[src/rtl/score_pkg.sv]
// Shared types and widths for the game score counter and the downstream tracker.
package score_pkg;
  localparam int SCORE_W   = 7;
  localparam int ID_W      = 3;
  localparam int SCORE_MAX = 127;

  typedef enum logic [1:0] {
    IDLE = 2'd0,
    PLAY = 2'd1,
    REQ  = 2'd2
  } gsc_state_t;
endpackage

[src/rtl/score_sat_add.sv]
// Combinational 7-bit + 2-bit adder, widened to 8 bits then clamped to SCORE_MAX.
module score_sat_add
  import score_pkg::*;
(
  input  logic [SCORE_W-1:0] a_i,
  input  logic [1:0]         b_i,
  output logic [SCORE_W-1:0] sum_o
);
  logic [SCORE_W:0] wide;

  assign wide  = {1'b0, a_i} + {{(SCORE_W-1){1'b0}}, b_i};
  assign sum_o = (wide > (SCORE_W+1)'(SCORE_MAX)) ? SCORE_W'(SCORE_MAX) : wide[SCORE_W-1:0];
endmodule

[src/rtl/game_score_counter.sv]
// Per-player hit/miss score counter that hands the final score to the tracker via a held request.
// Optional build macro: SCORE_STREAK_BONUS_EN (fourth and later consecutive hits score 2).
module game_score_counter
  import score_pkg::*;
#(
  parameter int ROUNDS      = 10,
  parameter int REQ_TIMEOUT = 16
) (
  input  logic               clk,
  input  logic               rst,
  input  logic               game_start,
  input  logic               hit,
  input  logic               miss,
  input  logic [ID_W-1:0]    player_in,
  input  logic               guest_in,
  input  logic               valid,
  output logic [SCORE_W-1:0] score,
  output logic [ID_W-1:0]    playerID,
  output logic               isGuest,
  output logic               score_req,
  output logic               busy,
  output logic               req_timeout
);
  localparam int TMO_W = $clog2(REQ_TIMEOUT + 1);

  gsc_state_t         state_q, state_d;
  logic [SCORE_W-1:0] score_q, score_d;
  logic [6:0]         round_q, round_d;
  logic [ID_W-1:0]    player_q, player_d;
  logic               guest_q, guest_d;
  logic               req_q, req_d;
  logic               busy_q, busy_d;
  logic               tmo_flag_q, tmo_flag_d;
  logic [TMO_W-1:0]   tmo_cnt_q, tmo_cnt_d;

  logic               ev_hit, ev_any;
  logic [1:0]         add_amt;
  logic [SCORE_W-1:0] score_sum;

  assign ev_hit = hit & ~miss;
  assign ev_any = hit | miss;

`ifdef SCORE_STREAK_BONUS_EN
  logic [1:0] streak_q, streak_d;
  assign add_amt = (streak_q == 2'd3) ? 2'd2 : 2'd1;
`else
  assign add_amt = 2'd1;
`endif

  score_sat_add u_add (
    .a_i   (score_q),
    .b_i   (add_amt),
    .sum_o (score_sum)
  );

  always_comb begin
    state_d    = state_q;
    score_d    = score_q;
    round_d    = round_q;
    player_d   = player_q;
    guest_d    = guest_q;
    req_d      = req_q;
    busy_d     = busy_q;
    tmo_flag_d = tmo_flag_q;
    tmo_cnt_d  = tmo_cnt_q;
`ifdef SCORE_STREAK_BONUS_EN
    streak_d   = streak_q;
`endif
    // A start is honoured in IDLE and PLAY alike; any same-cycle event is dropped.
    if (game_start && (state_q != REQ)) begin
      state_d    = PLAY;
      score_d    = '0;
      round_d    = '0;
      player_d   = player_in;
      guest_d    = guest_in;
      busy_d     = 1'b1;
      tmo_flag_d = 1'b0;
`ifdef SCORE_STREAK_BONUS_EN
      streak_d   = '0;
`endif
    end else begin
      case (state_q)
        PLAY: begin
          if (ev_any) begin
            round_d = round_q + 7'd1;
            if (ev_hit) score_d = score_sum;
`ifdef SCORE_STREAK_BONUS_EN
            streak_d = ev_hit ? ((streak_q == 2'd3) ? 2'd3 : streak_q + 2'd1) : 2'd0;
`endif
            if (round_q + 7'd1 == 7'(ROUNDS)) begin
              state_d   = REQ;
              req_d     = 1'b1;
              tmo_cnt_d = '0;
            end
          end
        end
        REQ: begin
          if (valid) begin
            state_d = IDLE;
            req_d   = 1'b0;
            busy_d  = 1'b0;
          end else if (tmo_cnt_q == TMO_W'(REQ_TIMEOUT - 1)) begin
            state_d    = IDLE;
            req_d      = 1'b0;
            busy_d     = 1'b0;
            tmo_flag_d = 1'b1;
          end else begin
            tmo_cnt_d = tmo_cnt_q + TMO_W'(1);
          end
        end
        IDLE:    ;
        default: state_d = IDLE;
      endcase
    end
  end

  always_ff @(posedge clk or posedge rst) begin
    if (rst) begin
      state_q    <= IDLE;
      score_q    <= '0;
      round_q    <= '0;
      player_q   <= '0;
      guest_q    <= 1'b0;
      req_q      <= 1'b0;
      busy_q     <= 1'b0;
      tmo_flag_q <= 1'b0;
      tmo_cnt_q  <= '0;
`ifdef SCORE_STREAK_BONUS_EN
      streak_q   <= '0;
`endif
    end else begin
      state_q    <= state_d;
      score_q    <= score_d;
      round_q    <= round_d;
      player_q   <= player_d;
      guest_q    <= guest_d;
      req_q      <= req_d;
      busy_q     <= busy_d;
      tmo_flag_q <= tmo_flag_d;
      tmo_cnt_q  <= tmo_cnt_d;
`ifdef SCORE_STREAK_BONUS_EN
      streak_q   <= streak_d;
`endif
    end
  end

  assign score       = score_q;
  assign playerID    = player_q;
  assign isGuest     = guest_q;
  assign score_req   = req_q;
  assign busy        = busy_q;
  assign req_timeout = tmo_flag_q;
endmodule

[config.mk]
export PLATFORM = sky130hd
export DESIGN_NAME = game_score_counter
export DESIGN_NICKNAME = d
export VERILOG_FILES = /design/src/rtl/score_pkg.sv /design/src/rtl/score_sat_add.sv /design/src/rtl/game_score_counter.sv
export SDC_FILE = /design/constraint.sdc
export NUM_CORES = 1
export LEC_CHECK = 0
export BUFFER_PORTS_ARGS = -buffer_cell sky130_fd_sc_hd__buf_2
export CORE_ASPECT_RATIO = 0.6
export CORE_MARGIN = 2
export CORE_UTILIZATION = 55
export CTS_CLUSTER_DIAMETER = 60
export DETAILED_ROUTE_END_ITERATION = 8
export MAX_ROUTING_LAYER = met4
export PLACE_DENSITY = 0.77
export SYNTH_ARGS = -nofsm -noshare
export SYNTH_HDL_FRONTEND = slang
export SYNTH_SLANG_ARGS = --single-unit
[constraint.sdc]
create_clock -name clk -period 3.7 [get_ports clk]
set_input_delay 0.185 -clock clk [delete_from_list [all_inputs] [get_ports clk]]
set_output_delay 0.185 -clock clk [all_outputs]
set_load 0.05 [all_outputs]
Word level (Yosys, flattened, before mapping)
Index checks and enable logic that the tools add are counted. W data, S select, Z words.

Output and inout bits: 14. Memories: 0. RAM bits: 0. Register bits after elaboration: 28. Bits of input ports: 10. Latch bits: 0. Bits in read-only memories: 0. Word-level logic and storage cells: 78.

Bitwise logic cells: 4. $add $sub $neg: 3. Shifts and indexed selects: 0. Muxes and demuxes: 30. Equality and inequality tests: 15. Multiply operators: 0. Reductions and logical operators: 16. Magnitude comparators: 1. Div/mod/pow operators: 0.

Operator list (count): $mux W7 (8); $mux W5 (4); $ne A2 B2 Y1 const B (6); $reduce_bool A2 Y1 (6); $mux W1 (10); $mux W2 (5); $pmux W5 S2 (1); $ne A3 B3 Y1 const B (3); $add A7 B1 Y8 const B (1); $gt A8 B7 Y1 const B (1); $add A7 B1 Y7 const B (1); $eq A7 B4 Y1 const B (1); $pmux W2 S3 (1); $reduce_and A3 Y1 (2); $reduce_and A6 Y1 (1); $add A5 B1 Y5 const B (1); $eq A5 B4 Y1 const B (1); $reduce_and A5 Y1 (1); $ne A4 B4 Y1 const B (1); $reduce_and A2 Y1 (2); $reduce_and A4 Y1 (1); $reduce_bool A3 Y1 (1); $eq A2 B1 Y1 const B (1); $eq A2 B2 Y1 const B (1); other kinds (7) (8).

Longest topological paths before layout
Word-level depth: 7. Gate-level depth with buffers: 8.

By module
Synthesis repeated with hierarchy kept, for this count alone.

Cells, all modules: 163. Area, all modules: 1584.0 µm².

By module, submodules not included: game_score_counter (times used 1, cells each 136, area each 1383.8 µm²); score_sat_add (times used 1, cells each 27, area each 200.2 µm²).

Worst setup path before layout
No wires, ideal clock.

Kind: flip-flop to flip-flop. Start: reg tmo_cnt_q[0]. End: reg tmo_cnt_q[0]. Stages on the path, launching flop included: 9. Setup time: 0.138 ns. Clock period less this slack: 1.982 ns. Required time: 3.562 ns. Setup slack: 1.718 ns. Arrival: 1.844 ns. Path buffers: 0. Path through: dfrtp_1 -> ha_1 -> and3_1 -> ha_1 -> nor4b_1 -> a311oi_1 -> o31ai_1 -> nor4b_4 -> o22ai_1.

Cells in the longest elaborated chain, start to end: 4.

Ends and longest elaborated chain: start, declared (line game_score_counter.sv:34) `logic [TMO_W-1:0] tmo_cnt_q, tmo_cnt_d;`; start signal, assigned (line game_score_counter.sv:140) `tmo_cnt_q <= tmo_cnt_d;`; $add A5 B1 Y5 (line game_score_counter.sv:108) `tmo_cnt_d = tmo_cnt_q + TMO_W'(1);`; $mux W5 (line game_score_counter.sv:102) `end else if (tmo_cnt_q == TMO_W'(REQ_TIMEOUT - 1)) begin`; $mux W5 (line game_score_counter.sv:98) `if (valid) begin`; $pmux W5 S2 (line game_score_counter.sv:82) `case (state_q)`.

Several ways; a longest one is shown, not always the timed one. The select of a mux whose other input is x is not followed. A chain may end at the register's enable or synchronous reset.

Worst setup path in the final report
Ends and elaborated chain as after synthesis.

==> metrics.md <==
| Metric | Value |
|---|---|
| Status | `finished, final reports clean` |
| Vias in the first global route | `roughly 1300` |
| Core area | `roughly 2900 um2` |
| Yosys top cell area share | `0.4262` |
| # clock sinks | `28` |
| Synth async-reset ratio | `1.000` |
| HPWL after DPL | `2.579 mm` |
| Rel. slew slack | `0.3071` |
| Ports | `24` |
| Minimum clock period | `2.274 ns` |
| Clock Skew | `0.01154 ns` |
| Main synth FF type | `dfrtp_1` |
| Critical path fanouts, max | `7` |
| Crit start category | `flip-flop` |
| Largest net degree at the start of global routing | `29` |
| Hold Crit Class | `input port to flip-flop` |
| # rows | `15` |
| Die area | `3457 um2` |
| Layout area overhead | `11.03%` |
| Layout cells sized above 1 | `0.2154` |
| Starting Density | `0.5763` |
| Worst r2r src | `tmo_cnt_q[0]$_DFFE_PP0P_` |
| Seq cells post-synth | `28` |
| Final wirelength | `3.400 mm` |
| CP startpoint | `tmo_cnt_q[0]$_DFFE_PP0P_` |
| Hold_ws | `0.1430 ns` |
| Port-buffer cells | `23` |
| Top cells by count, synth | `dfrtp_1, o21ai_0, nand2_1` |
| FF-to-FF path depth | `8` |
| WS Path Type | `flip-flop to flip-flop` |
| Die H | `46.35 um` |
| Total gr overflow | `0` |
| Clock Tree Root | `clkbuf_8` |
| Fill cells | `247` |
| Post-DRT Antenna Nets | `0` |
| Post-Syn Instances | `173` |
| YS warnings | `0` |
| Die width | `approximately 75 um` |
| Period utilization | `0.6145` |
| Cts repair resizes | `0` |
| Reg clk slew, reported paths | `0.10 ns` |
| Yosys top cell by area | `dfrtp_1` |
| Post-synth cell types | `51` |
| Initial drt markers | `67` |
| Hold Vio Cnt, Final | `0` |
| First drt pass iteration count | `4` |
| H-tree lvl count | `1` |
| PnR worst setup slack | `1.426 ns` |
| CTS tree | `done` |
| Power per cell area | `320.7 nW/um2` |
| Max clock buf depth | `2` |
| Flop2flop setup slack | `around 1.4 ns` |
| Gr usage total | `0.2325` |
| Synthesized area per cell | `9.503 um2` |
| Crit path to | `tmo_cnt_q[0]$_DFFE_PP0P_` |
| GP Congestion | `0.8393` |
| CP endpoint kind | `flip-flop` |
| Pre-CTS setup slack | `1.442 ns` |
| Clk_lat worst skew | `0.28 ns` |
| Data arrival, critical path | `2.42 ns` |
| Pleak | `0.8272 nW` |
| Max Slew Vio Count | `0` |
| Final setup vio count | `0` |
| Unrepaired setup endpoints after global routing | `false` |
| R2R Path End | `tmo_cnt_q[0]$_DFFE_PP0P_` |
| Syn Nets | `189` |
| Most common cell in the netlist | `dfrtp_1` |
| Antenna violations before repair | `0` |
| Routed wire length per instance | `14.35 um` |
| # hold bufs at CTS | `0` |
| Synthesized cell area | `between 1500 and 2000 um2` |
| Postcts setup bufs | `0` |
| Post-layout util | `0.6399` |
| First-pass GRT wire length | `5.802 mm` |
| N_diodes | `0` |
| CP required | `3.85 ns` |
| Drt drc | `0` |
| Hold_sp | `player_in[0]` |
| Total Neg Setup Slack | `0 ns` |
| Worst Tran Pin Value | `between 1 and 1.5 ns` |
| Post-layout nets | `roughly 210` |
| Register area share after synthesis | `0.4262` |
| Fmax | `439.8 MHz` |
| Vias per cell | `5.819` |
| Via count | `1379` |
| Post-synth EDFFs | `0` |
| Max Cap Violations | `0` |
| Ranking of synthesized cells by area | `dfrtp_1, o21ai_0, ha_1, nand2_1, a21oi_1` |
| Num CTS Buffers | `3` |
| VDD IR-drop max | `276.0 uV` |
area by class of cell:
type	instances	area, um2	share of cell area
inverters	11	41.29	0.02262
repair buffers	23	115.1	0.06306
clock buffers	4	55.05	0.03016
multi-input cells	129	860.8	0.4716
well taps	42	52.55	0.02879
flip-flops and latches	28	700.7	0.3838
worst min-delay path by stage:
stage | to | cells after the start
global placement | playerID[2]$_DFFE_PP0P_ | 2
CTS | playerID[0]$_DFFE_PP0P_ | 2
finish | playerID[0]$_DFFE_PP0P_ | 2
detailed placement | playerID[0]$_DFFE_PP0P_ | 2
floorplan | busy$_DFFE_PP0P_ | 1
global route | playerID[0]$_DFFE_PP0P_ | 2
stage by stage:
stage	instances	area, um2	total power [mW]
after floorplan	173	1644	0.3835
after global placement	233	1770	0.4004
after detailed placement	233	1770	0.4030
after CTS	237	1826	0.5913
after global routing	237	1826	0.6150
final	237	1826	0.5855
flip-flops by register name (all words and copies together) (netlist names), 2 cells and up:
register and flops:
score 7, playerID 3, tmo_cnt_q 5, state_q 2
round_q 7
logic make-up (layout without fill, tap and decap cells):
family,after synthesis,count (layout),share of synthesized area
DFF,28,28,0.4262
buffers and inverters,16,38,0.05022
and+or+nand+nor,58,58,0.2055
AOI/OAI and AO/OA,58,58,0.2283
muxes,5,5,0.03348
adders and majority gates,6,6,0.04566
xor gates and xnor gates,2,2,0.01066
where the power goes:
part	switching, mW	internal (mW)
Sequential	0.00902	0.314
Combinational	0.0509	0.0230
Clock	0.0929	0.0953
Total	0.153	0.433
worst max-delay path: stages (launching register included):
cell,delay [ns]
dfrtp_1,0.41
ha_1,0.19
and3_1,0.16
ha_1,0.22
nor4b_1,0.09
a311oi_1,0.28
o31ai_1,0.17
nor4b_4,0.45
o22ai_1,0.17
per-layer routing:
| layer | vias up | global-route usage | wire, um |
|---|---|---|---|
| li1 | 675 | - | - |
| met1 | 661 | 0.3333 | 1685 |
| met2 | 38 | 0.3345 | 1464 |
| met3 | 5 | 0.05908 | 231 |
| met4 | 0 | 0.04643 | 19 |
| met5 | - | - | 0 |
placed cells by master, fill, tap and decap left out, types with 6 or more instances in the layout:
master and count:
nor2_1 9, dfrtp_1 28, nand2_1 17, ha_1 6, o21ai_0 20, nand3_1 6, buf_2 23, inv_1 10
a21oi_1 11
Note: power is estimated with default switching activity, not from simulation.
